## src/rtl/seq_pkg.sv

```systemverilog
// Shared definitions for the execute-stage instruction sequencer: state encoding,
// special opcodes and instruction word field positions.
package seq_pkg;

  typedef enum logic [2:0] {
    StIdle,
    StFetch,
    StWaitMem,
    StIssue,
    StExec,
    StIrq,
    StHalt,
    StFault
  } seq_state_e;

  localparam logic [4:0] OP_HALT = 5'b11111;
  localparam logic [4:0] OP_RETI = 5'b11110;

  localparam int unsigned INSTR_MSB = 15;
  localparam int unsigned INSTR_LSB = 11;
  localparam int unsigned MODE_MSB  = 10;
  localparam int unsigned MODE_LSB  = 8;
  localparam int unsigned DATA_MSB  = 7;
  localparam int unsigned DATA_LSB  = 0;

  typedef struct packed {
    logic [4:0] instr;
    logic [2:0] mode;
    logic [7:0] data;
  } instr_t;

  function automatic instr_t decode_word(input logic [15:0] word);
    instr_t fields;
    fields.instr = word[INSTR_MSB:INSTR_LSB];
    fields.mode  = word[MODE_MSB:MODE_LSB];
    fields.data  = word[DATA_MSB:DATA_LSB];
    return fields;
  endfunction

endpackage

```

## src/rtl/seq_watchdog.sv

```systemverilog
// Stall watchdog: counts enabled cycles since the last clear and flags the cycle in
// which the count would reach the limit.
module seq_watchdog #(
  parameter int unsigned Limit = 15
) (
  input  logic clk_i,
  input  logic rst_i,
  input  logic clear_i,
  input  logic enable_i,
  output logic expired_o
);

  localparam logic [7:0] LastCnt = 8'(Limit - 1);

  logic [7:0] cnt_q, cnt_d;

  always_comb begin
    cnt_d = cnt_q;
    if (clear_i) begin
      cnt_d = '0;
    end else if (enable_i) begin
      cnt_d = cnt_q + 8'd1;
    end
  end

  always_ff @(posedge clk_i or posedge rst_i) begin
    if (rst_i) begin
      cnt_q <= '0;
    end else begin
      cnt_q <= cnt_d;
    end
  end

  // Counting the current stalled cycle, so the limit is hit one count early.
  assign expired_o = enable_i && (cnt_q == LastCnt);

endmodule

```

## src/rtl/stage_sequencer.sv

```systemverilog
// Execute-stage instruction sequencer: fetch, stage, launch and retire instructions,
// with one non-nesting interrupt level, HALT/RETI handling and a stall watchdog.
module stage_sequencer
  import seq_pkg::*;
#(
  parameter logic [7:0]  RESET_PC    = 8'h00,
  parameter int unsigned STALL_LIMIT = 15
) (
  input  logic        clk,
  input  logic        reset,
  input  logic        run,
  input  logic        irq,
  input  logic [7:0]  InteruptAdrReg,
  output logic [7:0]  imem_addr,
  output logic        imem_rd,
  input  logic [15:0] imem_rdata,
  input  logic        imem_valid,
  output logic [4:0]  StageRegInstr_out,
  output logic [2:0]  StageRegAddrMode_out,
  output logic [7:0]  StageRegData_out,
  output logic [7:0]  StageRegPCtr_out,
  output logic        stage_start,
  input  logic        StageComplete,
  input  logic [7:0]  NextPctr,
  output logic        irq_ack,
  output logic        in_isr,
  output logic        halted,
  output logic        fault
);

  seq_state_e state_q, state_d;
  logic [7:0] pc_q, pc_d;
  logic [7:0] saved_pc_q, saved_pc_d;
  logic       in_isr_q, in_isr_d;
  instr_t     stage_q, stage_d;
  logic [7:0] pctr_q, pctr_d;

  instr_t word;
  logic   wd_clear, wd_en, wd_expired;

  assign word = decode_word(imem_rdata);

  // Instruction-boundary decision; isr_active is passed in so RETI can use its cleared value.
  function automatic seq_state_e boundary(input logic irq_req, input logic run_req,
                                          input logic isr_active);
    if (irq_req && !isr_active) begin
      return StIrq;
    end else if (!run_req) begin
      return StIdle;
    end
    return StFetch;
  endfunction

  assign wd_clear = (state_q == StIssue);
  assign wd_en    = (state_q == StExec) && !StageComplete;

  seq_watchdog #(
    .Limit (STALL_LIMIT)
  ) u_watchdog (
    .clk_i     (clk),
    .rst_i     (reset),
    .clear_i   (wd_clear),
    .enable_i  (wd_en),
    .expired_o (wd_expired)
  );

  always_comb begin
    state_d    = state_q;
    pc_d       = pc_q;
    saved_pc_d = saved_pc_q;
    in_isr_d   = in_isr_q;
    stage_d    = stage_q;
    pctr_d     = pctr_q;

    unique case (state_q)
      StIdle: begin
        if (run) state_d = StFetch;
      end
      StFetch: state_d = StWaitMem;
      StWaitMem: begin
        if (imem_valid) begin
          stage_d = word;
          pctr_d  = pc_q;
          if (word.instr == OP_HALT) begin
            pc_d    = pc_q + 8'd1;
            state_d = StHalt;
          end else if (word.instr == OP_RETI) begin
            pc_d     = saved_pc_q;
            in_isr_d = 1'b0;
            state_d  = boundary(irq, run, 1'b0);
          end else begin
            state_d = StIssue;
          end
        end
      end
      StIssue: state_d = StExec;
      StExec: begin
        if (StageComplete) begin
          pc_d    = NextPctr;
          state_d = boundary(irq, run, in_isr_q);
        end else if (wd_expired) begin
          state_d = StFault;
        end
      end
      StIrq: begin
        saved_pc_d = pc_q;
        pc_d       = InteruptAdrReg;
        in_isr_d   = 1'b1;
        state_d    = StFetch;
      end
      StHalt: begin
        if (irq && !in_isr_q) state_d = StIrq;
      end
      StFault: state_d = StFault;
      default: state_d = StIdle;
    endcase
  end

  always_ff @(posedge clk or posedge reset) begin
    if (reset) begin
      state_q    <= StIdle;
      pc_q       <= RESET_PC;
      saved_pc_q <= '0;
      in_isr_q   <= 1'b0;
      stage_q    <= '0;
      pctr_q     <= '0;
    end else begin
      state_q    <= state_d;
      pc_q       <= pc_d;
      saved_pc_q <= saved_pc_d;
      in_isr_q   <= in_isr_d;
      stage_q    <= stage_d;
      pctr_q     <= pctr_d;
    end
  end

  assign imem_addr            = pc_q;
  assign imem_rd              = (state_q == StFetch);
  assign stage_start          = (state_q == StIssue);
  assign irq_ack              = (state_q == StIrq);
  assign halted               = (state_q == StHalt);
  assign fault                = (state_q == StFault);
  assign in_isr               = in_isr_q;
  assign StageRegInstr_out    = stage_q.instr;
  assign StageRegAddrMode_out = stage_q.mode;
  assign StageRegData_out     = stage_q.data;
  assign StageRegPCtr_out     = pctr_q;

endmodule

```

## config.mk

```make
export PLATFORM = sky130hd
export DESIGN_NAME = stage_sequencer
export DESIGN_NICKNAME = d
export VERILOG_FILES = /design/src/rtl/seq_pkg.sv /design/src/rtl/seq_watchdog.sv /design/src/rtl/stage_sequencer.sv
export SDC_FILE = /design/constraint.sdc
export NUM_CORES = 1
export LEC_CHECK = 0
export ABC_AREA = 1
export BUFFER_PORTS_ARGS = -buffer_cell sky130_fd_sc_hd__buf_2
export CORE_ASPECT_RATIO = 1.1
export CORE_MARGIN = 1
export CORE_UTILIZATION = 40
export DETAILED_ROUTE_END_ITERATION = 8
export HOLD_SLACK_MARGIN = 0.08
export PLACE_DENSITY_LB_ADDON = 0.08
export SLEW_MARGIN = 20
export SYNTH_ARGS = -nofsm -noshare
export SYNTH_HDL_FRONTEND = slang
export SYNTH_SLANG_ARGS = --single-unit
```

## constraint.sdc

```tcl
create_clock -name clk -period 1.3 [get_ports clk]
set_input_delay 0.13 -clock clk [delete_from_list [all_inputs] [get_ports clk]]
set_output_delay 0.13 -clock clk [all_outputs]
set_load 0.02 [all_outputs]
```

==> impl.org, run 1 <==
** Yosys
- Average footprint of a synthesized cell :: 7.934 µm²
- The number of nets handed over by synthesis was 393.
- Cells after synthesis :: 352
- Summing the sequential cell areas from Yosys gives 46.59% of the chip area.
- After synthesis, the netlist uses 27 different library cells.
- Yosys warnings :: 0
- Post-synth design cell area :: 0.002793 mm²
- Number of register bits inferred by synthesis :: 52

** Timing
- The max-slew violation count was 0.
- Hold is met by 0.08770 ns.
- Post-Route Setup TNS :: -6.071 ns
- Setup WS post-layout :: -0.1940 ns
- Headroom to the max-slew limit came out at 80.09%.
- In the finished design, the share of the clock period the worst path needs comes to 114.9%.
- The final-report hold violation count is 0.
- Setup repair after global routing could not meet its margin everywhere.
- Slew at the pin closest to its max-slew limit :: 0.2976 ns
- Tmin final :: 1.494 ns
- Setup violations remaining at the end of the flow were counted as 46.
- Worst-case clock skew :: 0.008654 ns
- Achievable Freq :: 0.6694 GHz

** Cells and area
- Layout cells sized above 1 :: 43.15%
- Diode insertion count for antenna repair :: 0
- The sequential cells in the finished layout cover a total of 0.001306 mm².
- In the final layout, the multi-input gates occupy 0.001550 mm².
- From synthesis to final layout, the design area changed by 51.21%.
- Number of nets in the finished design :: 523
- Counting the fill cells in the layout gives 577.

** Detailed routing
- Wire segments on met2 add up to 3.393 mm in the final route.
- After detailed routing, the met3 layer carries 405 µm of wire.
- Count of nets left with antenna violations after detail routing :: 0
- After detailed routing, the average wire length per cell comes to 13.02 µm.
- In this run, the number of DRC markers left after iteration 0 of detailed routing was 105.
- The first detailed-routing pass took 4 iterations.
- For this block, the routed nets add up to 7.342 mm of wire.
- Summing over every cut layer, the via total after detailed routing is 2702.
- After detailed routing, the wire length on met1 is 3.474 mm.
- Ratio of routed vias to standard cells :: 4.791
- The highest metal layer carrying signal wires in the routed design is met4.
- Detailed-route DRC error count :: 0

** Worst setup path
- Worst Setup Start Kind :: flop
- In this design, the stage delay of the slowest critical-path cell is 0.42 ns.
- Required time of the worst setup path :: 1.50 ns
- Cell type of the slowest stage on the worst timing path :: sky130_fd_sc_hd__dfrtp_1
- In this run the worst path has a maximum fanout of 5.
- Critical path type :: flop to flop
- Endpoint class of the critical path :: flop
- CP cell instances :: buf_6 -> inv_2 -> nand2_2 -> nor2_4 -> buf_4 -> nand2_4 -> mux2_4
- Data on the critical path arrives at its endpoint at 1.69 ns.

** Floorplanning
- Once the floorplan was initialized, standard cells occupied 41.86% of the core.
- Count of standard-cell rows :: 31
- For this design the top-level I/O count stands at 76.
- Core area :: 0.006671 mm²
- Vert. Die Dim :: 89.64 µm
- The die covers 0.007320 mm².
- The die is 81.67 µm wide.

** GRT
- GRT Total Usage :: 20.76%
- Initial antenna violation count :: 0
- Number of global-route vias before repair :: 2473
- Global route overflow :: 0
- Wire length of the first global-routing pass :: 11.56 mm
- Entering global routing, the biggest net connects 53 pins.

** Placement
- During placement, the flow inserted port buffers numbering 75.
- Estimated wirelength of the detail-placed design :: 4.840 mm
- Final Wtd Congestion :: 0.9150

** Worst hold path
- Worst min-delay path category :: input port to flop

** Clock network
- Count of clock tree sinks :: 52
- TritonCTS clock tree :: done
- After clock tree synthesis, the clock-pin slew on the worst setup and hold paths is 0.10 ns.
- Clock latency on the worst-skew pair, taken at its later pin, is 0.31 ns.
- TritonCTS created 5 clock buffers.
- Max Buffers Root-to-Sink :: 2
- The root buffer cell chosen for the clock tree is sky130_fd_sc_hd__clkbuf_8.
- H-tree lvl count :: 2

** Power
- IR analysis of the VDD net gives a maximum drop of 1.149 mV.
- Power density of the placed cells :: 2190 mW/mm²
- Post-route total power :: 9.247 mW
- In this run the static leakage power is 2.212 nW.

** Run status
- Violated checks :: setup timing
- Status :: finished, violations left

** Run
- MaxCap Viol Count :: 0
## metrics by stage
step           area, µm²  util [%]  instances  worst slack [ns]
2_1_floorplan       2821         -        352          -0.08970
3_3_place_gp        3467     51.97        527           -0.1136
3_5_place_dp        3467     51.97        527           -0.1262
4_1_cts             4128     61.87        565           -0.1475
5_1_grt             4223     63.30        564           -0.2397
6_report            4223     63.30        564           -0.1940
## worst max-delay path: cells and delay by family (launching register included)
| kind | cells | cell delay [ns] |
|---|---|---|
| flip-flops | 1 | 0.42 |
| multiplexers | 1 | 0.31 |
| buffers and inverters | 3 | 0.33 |
| AND/OR/NAND/NOR | 3 | 0.33 |
## metal layers
| metal | vias to the layer above | track usage, % |
|---|---|---|
| li1 | 1378 | - |
| met1 | 1240 | 28.05 |
| met2 | 79 | 34.55 |
| met3 | 5 | 3.636 |
| met4 | 0 | 5.104 |
| met5 | - | 0 |
## flip-flops by register name, indices dropped and copies added (netlist names)
| name | cells |
|---|---|
| StageRegData_out | 8 |
| StageRegPCtr_out | 8 |
| imem_addr | 8 |
| saved_pc_q | 8 |
| u_watchdog.cnt_q | 8 |
| StageRegInstr_out | 5 |
| StageRegAddrMode_out | 3 |
| state_q | 3 |
| in_isr | 1 |
## kinds of logic (layout without fill, tap and decap cells)
logic type	count (synthesis)	in the layout	share of synthesized area [%]
compound gates	45	45	8.334
fa+ha+maj	3	3	1.344
buf+inv	50	178	7.482
flops	52	52	46.60
mux	15	15	7.527
simple gates	187	189	28.72
## final cells by class
cell class / count / share of cell area [%]
clock inverters: 2 / 1.422
multi-input cells: 252 / 36.71
clock buffers: 5 / 1.630
inverters: 43 / 4.444
repair buffers: 128 / 22.43
well taps: 82 / 2.430
flip-flops and latches: 52 / 30.93
## what timing repair did
action / 4_1_cts / 5_1_grt
pin swaps: 17 / 8
hold buffers: 14 / 0
buffers inserted: 15 / 2
endpoints found under the setup margin: 42 / 57
gates cloned: 3 / 0
endpoints found under the hold margin: 65 / 0
gates resized for setup: 78 / 39
## power by group
group	internal (mW)	total (mW)	switching (mW)
registers	2.27	2.80	0.535
clock network	0.758	1.30	0.544
logic	2.32	5.14	2.83
## synth_stat cells (all sizes together)
| cell | instances | area share [%] |
|---|---|---|
| o21ai | 30 | 5.4 |
| nand3 | 27 | 5.5 |
| ha | 3 | 1.3 |
| dfrtp | 52 | 47 |
| nor3b | 1 | 0.27 |
| nor2 | 47 | 7.0 |
| o211ai | 1 | 0.27 |
| nand2 | 108 | 15 |
| clkbuf | 2 | 0.27 |
| a21o | 1 | 0.27 |
| mux2 | 15 | 7.5 |
| inv | 43 | 5.8 |
| a21oi | 12 | 2.2 |
| buf | 5 | 1.4 |
| o31ai | 1 | 0.27 |
| nor3 | 4 | 0.72 |
## layout by cell type, fill, tap and decap left out, drive strengths merged
cell type / n
o31ai: 1
nand3: 27
nor2: 47
nand2: 110
dfrtp: 52
dlygate4sd3: 14
o21ai: 30
clkinvlp: 1
a21oi: 12
ha: 3
clkinv: 1
nor3: 4
buf: 114
nor3b: 1
a21o: 1
inv: 41
o211ai: 1
mux2: 15
bufinv: 2
clkbuf: 5
## path summary, 6_finish.rpt
check,endpoint,cells past startpoint,slack (ns),from
setup / recovery,StageRegData_out[2],7,-0.19,state_q[0]
setup reg to reg,StageRegData_out[2],7,-0.19,state_q[0]
hold reg to reg,saved_pc_q[2],2,0.50,saved_pc_q[2]
hold / removal,StageRegInstr_out[1],2,0.09,imem_rdata[12]
min in group asynchronous,StageRegAddrMode_out[2],4,0.46,reset
max in group asynchronous,state_q[1],4,0.59,reset
(Power assumes the default switching activity.)
==> run 2, diff against run 1 <==
CORE_MARGIN = 2   (was 1)
HOLD_SLACK_MARGIN = 0.06   (was 0.08)
SYNTH_HIERARCHICAL = 1   (was not set)
==> run 2 against run 1 <==
Net effect: the run still ends with setup timing left; synthesized area increased by 3.4%; sequential power fell by 5%; clock skew is essentially flat; global-route usage grew 0.28 points; core utilization is 0.58 points higher; via count is 5.5% higher; clock-buffer cell count rose by 1; sequential cell count is the same; die area is 8.1% higher; critical path type unchanged; largest cell class unchanged.
==> impl.org, run 2 <==
** Run status
- Status :: finished, violations left
- The checks that failed: setup timing.

** Worst setup path
- Counting cells, the worst reg-to-reg path comes to 6.
- The worst register-to-register path has a setup slack of -0.27 ns.
- The worst setup path is launched from a flop.
- Critical path type :: flop to flop
- Worst-path fanout max :: 5
- The worst setup path is captured at a flop.
- Crit path from :: state_q[0]
- At the worst endpoint, the arrival time is 1.77 ns.
- Required time of the worst setup path :: 1.50 ns
- End of the worst register-to-register path :: StageRegInstr_out[4]
- The worst register-to-register path begins at state_q[0].

** Yosys
- Share of flip-flops with an asynchronous set or reset :: 100.0%
- For this run, the register share of the synthesized area comes to 45.08%.
- Average footprint of a synthesized cell :: 7.865 µm²
- The netlist uses 29 different library cells.
- In this run the cell area of the synthesized design comes to 0.002887 mm².
- The synthesized design spends more area on one cell type than any other, namely sky130_fd_sc_hd__dfrtp_1.
- During synthesis, Yosys emitted a total of 6 warnings.
- By count the netlist is led by sky130_fd_sc_hd__nand2_1 (128), sky130_fd_sc_hd__dfrtp_1 (52), sky130_fd_sc_hd__inv_1 (48), sky130_fd_sc_hd__nand3_1 (25), sky130_fd_sc_hd__nor2_1 (22).
- Counting every instance in the synthesized netlist gives 367.
- Post-synth net total :: 408
- Dominant register cell in the synthesized netlist :: sky130_fd_sc_hd__dfrtp_1
- Number of register bits inferred by synthesis :: 52
- EDFF count, synth :: 0
- Share of Yosys cell area claimed by the top area cell type :: 45.08%
- Most area-consuming cells after synthesis :: sky130_fd_sc_hd__dfrtp_1 (45%), sky130_fd_sc_hd__nand2_1 (17%), sky130_fd_sc_hd__inv_1 (6.2%), sky130_fd_sc_hd__mux2_4 (6.2%), sky130_fd_sc_hd__nand3_1 (4.3%)
- Most frequently used cell type in the post-synthesis netlist :: sky130_fd_sc_hd__nand2_1

** Timing
- The final-report hold violation count came to 0.
- Across all setup checks in the final design, the least slack found is -0.2704 ns.
- Final period utilization :: 120.8%
- Tmin final :: 1.570 ns
- Setup repair after global routing missed its margin :: true
- The max-slew violation count was 0.
- For the pin with the worst max-slew slack, the measured transition is 0.3996 ns.
- # setup viols final :: 47
- Worst max-slew margin expressed relative to the limit :: 73.36%
- Achievable Freq :: 0.6368 GHz
- Worst-case clock skew :: 0.008790 ns

** Cells and area
- Number of nets in the finished design :: 559
- Commonest non-fill, non-tap cell in the layout :: sky130_fd_sc_hd__nand2_1
- Once layout is complete, the utilization of the core stands at 63.88%.
- Post-route cell area :: 0.004476 mm²
- In the layout the commonest cells are sky130_fd_sc_hd__nand2_1 (107), sky130_fd_sc_hd__buf_2 (70), sky130_fd_sc_hd__dfrtp_1 (47), sky130_fd_sc_hd__inv_1 (43), sky130_fd_sc_hd__buf_4 (43).
- From synthesis to final layout, the design area changed by 55.05%.
- Cells with a size suffix above 1 make up 43.74% of the layout.
- Diode insertion count for antenna repair :: 0
- Fillers :: 614
- Area occupied by multi-input gates :: 0.001595 mm²
- The count of cells in the finished layout, fillers not included, comes to 604.
- Area taken by flip-flops and latches :: 0.001308 mm²

** Clock network
- The H-tree was split into 2 levels.
- Clock Latency Late Sink :: 0.31 ns
- Count of clock tree sinks :: 52
- Clk Tree Root Cell :: sky130_fd_sc_hd__clkbuf_8
- In this run the deepest clock path goes through 2 buffers.
- TritonCTS built the clock tree.
- Inserted Clock Buffers :: 5
- Clock transition at the registers of the reported paths :: 0.10 ns

** Placement
- In this run, placement finished with an instance count of 560.
- Final Wtd Congestion :: 0.8369
- Summing all placed instances gives a cell area of 0.003672 mm².
- Count of port buffers added during placement :: 75
- Summed over all nets, the half-perimeter wirelength after detailed placement is 5.531 mm.

** Floorplanning
- Horiz. Die Dim :: 85.00 µm
- Once the floorplan was initialized, standard cells occupied 41.20% of the core.
- Count of standard-cell rows :: 32
- Area of the die :: 0.007913 mm²
- The floorplan step set the die height to 93.10 µm.
- 76 I/O pins were placed.
- The region available for standard cell placement spans 0.007007 mm².

** Power
- The analysis attributes to cell leakage a power of 2.341 nW.
- Worst IR drop on VDD :: 1.064 mV
- Power density of the placed cells :: 2055 mW/mm²

** Worst hold path
- The path class of the tightest hold or removal check is input port to flop.
- Hold depth :: 2
- In this run the most critical hold path is launched from imem_rdata[13].
- The worst hold path terminates at StageRegInstr_out[2].

** Detailed routing
- In this run the remaining antenna-violating nets after routing total 0.
- Detailed-route DRC error count :: 0
- Ratio of routed vias to standard cells :: 4.719
- Average wire per standard cell :: 13.28 µm
- Sum of routed wire length over all layers :: 8.020 mm
- Detailed Routing Iterations Pass 1 :: 4
- Across all layers, the routed design uses 2850 vias.
- In this run, the number of DRC markers left after iteration 0 of detailed routing was 108.

** GRT
- After global routing the overflow that remains totals 0.
- The initial antenna violation count was 0.
- Wire length of the first global-routing pass :: 13.38 mm
- GRT Total Usage :: 21.04%
- Number of global-route vias before repair :: 2868
- Entering global routing, the biggest net connects 35 pins.

** Run
- MaxCap Viol Count :: 0
run 2: cell types whose count changed after synthesis, sizes merged, moves of 3 or more:
cell   delta
a21oi     -8
inv       +9
nand2    +23
nand4     +6
nor2     -16
o21ai     -3
run 2: how the worst max path moves through the flow:
stage	endpoint	slack [ns]	cells after the start
floorplan	state_q[2]	-0.26	11
global placement	imem_addr[0]	-0.28	9
detailed placement	imem_addr[0]	-0.34	8
CTS	state_q[1]	-0.29	11
global route	state_q[2]	-0.42	11
finish	StageRegInstr_out[4]	-0.27	6
run 2: layout make-up:
type	count	area share [%]
Inverter	53	4.557
Multi-Input combinational cell	256	35.64
Sequential cell	52	29.21
Tap cell	85	2.376
Clock buffer	6	1.845
Timing Repair Buffer	150	25.50
Clock inverter	2	0.8666
run 2: kinds of logic after synthesis:
group / count (synthesis) / synth area share [%]
and+or+nand+nor: 202 / 31.04
DFF: 52 / 45.08
buffers and inverters: 62 / 8.972
adders and majority gates: 3 / 1.301
muxes: 15 / 7.412
xor gates and xnor gates: 1 / 0.3035
AOI/OAI and AO/OA: 32 / 5.895
run 2: power breakdown:
group          internal, mW  switching, mW
Clock                 0.630          0.561
Sequential             2.22          0.432
Combinational          2.55           2.80
run 2: critical path, cell delays in order (launching register included):
cell and delay [ns]:
sky130_fd_sc_hd__dfrtp_2 0.47, sky130_fd_sc_hd__buf_12 0.15, sky130_fd_sc_hd__nor3_4 0.17, sky130_fd_sc_hd__buf_6 0.13, sky130_fd_sc_hd__buf_12 0.15, sky130_fd_sc_hd__nand2_8 0.09, sky130_fd_sc_hd__mux2_4 0.31
run 2: what timing repair did:
| item | in CTS | in global routing |
|---|---|---|
| setup buffers | 17 | 6 |
| hold buffers | 14 | 0 |
| pin swaps | 7 | 9 |
| gates cloned | 4 | 0 |
| hold endpoints to repair | 55 | 0 |
| gates resized for setup | 62 | 32 |
| endpoints found under the setup margin | 48 | 56 |
run 2: per-layer routing:
| metal | vias up | GRT usage, % | part of all wire, % | routed length [µm] |
|---|---|---|---|---|
| met1 | 1323 | 27.89 | 45 | 3634 |
| met5 | - | 0 | 0 | 0 |
| met4 | 0 | 4.630 | 1.0 | 82 |
| met3 | 9 | 3.266 | 4.1 | 325 |
| met2 | 68 | 36.26 | 50 | 3978 |
| li1 | 1450 | - | - | - |
run 2: metrics by stage:
| stage | setup TNS, ns | hold slack [ns] | setup WS, ns | power (mW) |
|---|---|---|---|---|
| 3_3_place_gp | -8.415 | 0.08371 | -0.2825 | 6.608 |
| 2_1_floorplan | -3.635 | -0.05434 | -0.2610 | 5.170 |
| 4_1_cts | -9.094 | 0.07826 | -0.2862 | 8.871 |
| 5_1_grt | -13.24 | 0.08414 | -0.4192 | 9.832 |
| 6_report | -9.906 | 0.08070 | -0.2704 | 9.197 |
| 3_5_place_dp | -10.21 | 0.09002 | -0.3391 | 6.686 |
==> run 3, diff against run 2 <==
ABC_AREA = not set   (was 1)
==> run 3 against run 2 <==
Net effect: the run still ends with setup timing left; clock skew is essentially flat; sequential share of layout area down 2.5 points; combinational power increased by 23%; synthesized cell count decreased by 20%; via count grew 2.8%; total power grew 12%; register-to-register slack worse by 0.37 ns; clock power fell by 18%; first-iteration DRC count grew 63%; routed wire length increased by 17%; maximum frequency decreased by 19%.
==> impl.org, run 3 <==
** Run status
- Status :: finished, violations left
- The checks that failed: setup timing.

** Placement
- Detailed placement ended at an HPWL of 5.350 mm.
- The congestion estimate from routability-driven global placement came to 0.8459.
- Placed Area :: 0.003532 mm²
- Input and output buffers added on the ports amount to 75.

** Yosys
- Most area-consuming cells after synthesis :: sky130_fd_sc_hd__dfrtp_1 (48%), sky130_fd_sc_hd__nand2_1 (12%), sky130_fd_sc_hd__mux2_1 (2.5%), sky130_fd_sc_hd__nor2_1 (2.1%), sky130_fd_sc_hd__o21ai_0 (1.9%)
- Cells after synthesis :: 293
- Share of Yosys cell area claimed by the top area cell type :: 48.24%
- Count of different cell masters after synthesis :: 57
- For this run, the register share of the synthesized area comes to 48.24%.
- In this run the cell area of the synthesized design comes to 0.002698 mm².
- Dominant register cell in the synthesized netlist :: sky130_fd_sc_hd__dfrtp_1
- Most used standard cells in the synthesized netlist :: sky130_fd_sc_hd__nand2_1 (83), sky130_fd_sc_hd__dfrtp_1 (52), sky130_fd_sc_hd__nor2_1 (15), sky130_fd_sc_hd__o21ai_0 (10)
- In this run, synthesis inferred 0 flip-flops with an integrated enable.
- Most frequently used cell type in the post-synthesis netlist :: sky130_fd_sc_hd__nand2_1
- Number of register bits inferred by synthesis :: 52
- Counting every net in the synthesized netlist gives 334.
- Yosys warnings :: 6
- Counting flops with an async set or reset pin after synthesis yields a share of 100.0%.
- Average footprint of a synthesized cell :: 9.207 µm²
- Top cell type by total area after synthesis :: sky130_fd_sc_hd__dfrtp_1

** Timing
- Number of max-slew violations in the final report :: 0
- The worst pin sits at a relative slew slack of 75.75%.
- For the pin with the worst max-slew slack, the measured transition is 0.3632 ns.
- Setup WS post-layout :: -0.6434 ns
- The final-report hold violation count was 0.
- Setup repair after global routing could not meet its margin everywhere.
- Worst-case clock skew :: 0.008325 ns
- Based on the critical path, the design can be clocked at up to 0.5146 GHz.
- On the final layout, the worst hold slack is 0.1720 ns.
- Setup violations remaining at the end of the flow were counted as 57.
- Dividing the final minimum period by the clock period gives 149.5%.
- After layout, the minimum clock period comes to 1.943 ns.
- Setup total negative slack on the finished layout was measured at -18.66 ns.

** Worst setup path
- Together, buffers and inverters on the worst path number 1.
- In this design, the stage delay of the slowest critical-path cell is 0.51 ns.
- STA classifies the critical path endpoint as a flop.
- Required time of the worst setup path :: 1.50 ns
- Data arrival time of the critical path :: 2.14 ns
- R2r setup slk :: -0.64 ns
- Critical path type :: flop to flop
- Among all stages on the critical path, the largest delay is contributed by sky130_fd_sc_hd__mux4_2.
- Walking the worst path, the cells encountered are inv_1 -> ha_2 -> nor4b_4 -> nand4_1 -> nor2_1 -> or2_0 -> mux4_2 -> o31a_1 -> o22a_1.
- Worst-path fanout max :: 3
- The worst setup path is launched from a flop.
- The kind of cell with the highest combined delay along the critical path is multiplexers.

** Floorplanning
- Vert. Die Dim :: 90.13 µm
- The core region is 0.006555 mm².
- Number of placed I/O pins :: 76
- The floorplan step defined a die boundary enclosing 0.007418 mm².
- For this configuration, the core starts out at a cell density of 41.15%.
- In this run the horizontal extent of the chip is 82.30 µm.
- Count of standard-cell rows :: 31

** Power
- In this run the static leakage power is 2.470 nW.
- Int Pwr :: 6.000 mW
- Per report_power, the combinational group accounts for 63.7% of the total.
- Share of power burned in the clock network :: 9.4%
- The analysis attributes to net switching a power of 4.323 mW.
- For this design the ratio of total power to cell area is 2108 mW/mm².
- Sequential Power Share :: 26.8%
- IR analysis of the VDD net gives a maximum drop of 1.074 mV.
- Post-route total power :: 10.32 mW
- Switching part of the total power :: 41.87%

** Cells and area
- Post-route cell area :: 0.004896 mm²
- Layout cells sized above 1 :: 61.19%
- Compared with the post-synthesis result, the final layout area differs by 81.49%.
- Final core area utilization :: 74.69%
- Commonest non-fill, non-tap cell in the layout :: sky130_fd_sc_hd__buf_2
- After the last flow step, the layout net total stands at 509.
- In the layout the commonest cells are sky130_fd_sc_hd__buf_2 (69), sky130_fd_sc_hd__buf_4 (56), sky130_fd_sc_hd__dfrtp_1 (48), sky130_fd_sc_hd__nand2_1 (39), sky130_fd_sc_hd__buf_6 (34).
- 0 antenna diodes ended up in the layout.

** Detailed routing
- In this run, the number of DRC markers left after iteration 0 of detailed routing was 176.
- Total number of vias :: 2930
- Detailed Routing Iterations Pass 1 :: 4
- Once detail routing completed, the nets flagged for antenna violations numbered 0.
- Detailed-route DRC error count :: 0
- Sum of routed wire length over all layers :: 9.390 mm
- Dividing the detail-routed via count by the number of cells gives 5.318.
- Dividing the detail-routed wire length by the instance count gives 17.04 µm.

** GRT
- The via count of the first global-routing pass was 2903.
- For met3 alone, demand over resource in global routing was 3.614%.
- The initial antenna violation count is 0.
- Global route overflow :: 0
- Global routing used 31.88% of the available met1 tracks.
- Wire length of the first global-routing pass :: 14.29 mm
- For this run, the total global-route usage over all layers was measured as 25.04%.
- Met2 usage :: 42.27%
- Most heavily used metal layer in global routing :: met2
- Entering global routing, the biggest net connects 30 pins.

** Worst hold path
- The path class of the tightest hold or removal check is input port to flop.

** Run
- MaxCap Viol Count :: 0

** Clock network
- Max Buffers Root-to-Sink :: 2
- Inserted Clock Buffers :: 5
- Clock Latency Late Sink :: 0.31 ns
- The H-tree generated during clock tree synthesis spans 2 levels.
- Counting every sink on the clock net gives 52.
- TritonCTS clock tree :: done
- Clk Tree Root Cell :: sky130_fd_sc_hd__clkbuf_8
- Clock transition at the registers of the reported paths :: 0.10 ns
==> run 3: cell types whose count changed in the layout (fill, tap and decap cells not counted), sizes merged, moves of 6 or more <==
cell | before | now
inv | 52 | 8
nor2 | 31 | 15
buf | 136 | 170
nand2 | 134 | 84
a31oi | 0 | 6
nand3 | 27 | 7
mux2 | 15 | 7
o21ai | 27 | 14
==> run 3: cells by family (layout without fill, tap and decap cells) <==
kind of cell | count (synthesis) | count (layout) | share of synthesized area (%)
AOI/OAI and AO/OA | 55 | 55 | 13.64
DFF | 52 | 52 | 48.24
xor gates and xnor gates | 6 | 6 | 1.948
and+or+nand+nor | 139 | 139 | 24.63
adders and majority gates | 3 | 3 | 1.392
muxes | 11 | 11 | 4.870
buffers and inverters | 27 | 203 | 5.287
==> run 3: worst min-delay path, delay by kind of cell <==
kind	cells	cell delay (ns)
compound gates	2	0.22
buf+inv	1	0.10
==> run 3: layer usage <==
| layer | up-vias | part of all wire (%) |
|---|---|---|
| met5 | - | 0 |
| met4 | 0 | 2.2 |
| met3 | 17 | 4.3 |
| met2 | 83 | 53 |
| met1 | 1458 | 40 |
| li1 | 1372 | - |
==> run 3: worst paths after layout <==
kind	start	cells past startpoint	end
setup / recovery	u_watchdog/cnt_q[0]	9	state_q[0]
hold / removal	InteruptAdrReg[6]	3	imem_addr[6]
setup reg to reg	u_watchdog/cnt_q[0]	9	state_q[0]
hold reg to reg	StageRegPCtr_out[4]	2	StageRegPCtr_out[4]
max in group asynchronous	reset	4	imem_addr[1]
min in group asynchronous	reset	3	u_watchdog/cnt_q[2]
==> run 3: per-stage QoR <==
step	cells	setup WS, ns
6_report	551	-0.6434
5_1_grt	551	-0.7085
4_1_cts	533	-0.6444
3_5_place_dp	484	-0.6188
3_3_place_gp	484	-0.5651
2_1_floorplan	293	-0.7819
==> run 3: power by group through the flow <==
stage                     combinational, mW  clock (mW)  sequential [mW]
after floorplan                        2.14           0             3.26
after global placement                 3.98           0             2.71
after detailed placement               4.02           0             2.73
after CTS                              5.61       0.999             2.74
after global routing                   7.02        1.05             2.84
final                                  6.58       0.973             2.77
==> run 3: cell type report <==
class,instances,area [µm²]
Multi-Input combinational cell,214,1794
Fill cell,451,1659
Timing Repair Buffer,187,1574
Sequential cell,52,1306
Tap cell,82,102.6
Clock buffer,6,72.57
Inverter,8,30.03
Clock inverter,2,16.27
==> run 3: repair_timing <==
| item | in CTS | in global routing |
|---|---|---|
| endpoints found under the setup margin | 53 | 58 |
| gates resized for setup | 101 | 86 |
| cloned | 4 | 1 |
| hold endpoints to repair | 38 | 0 |
| buffers inserted | 22 | 27 |
| pin swaps | 24 | 40 |
| hold buffers | 16 | 0 |
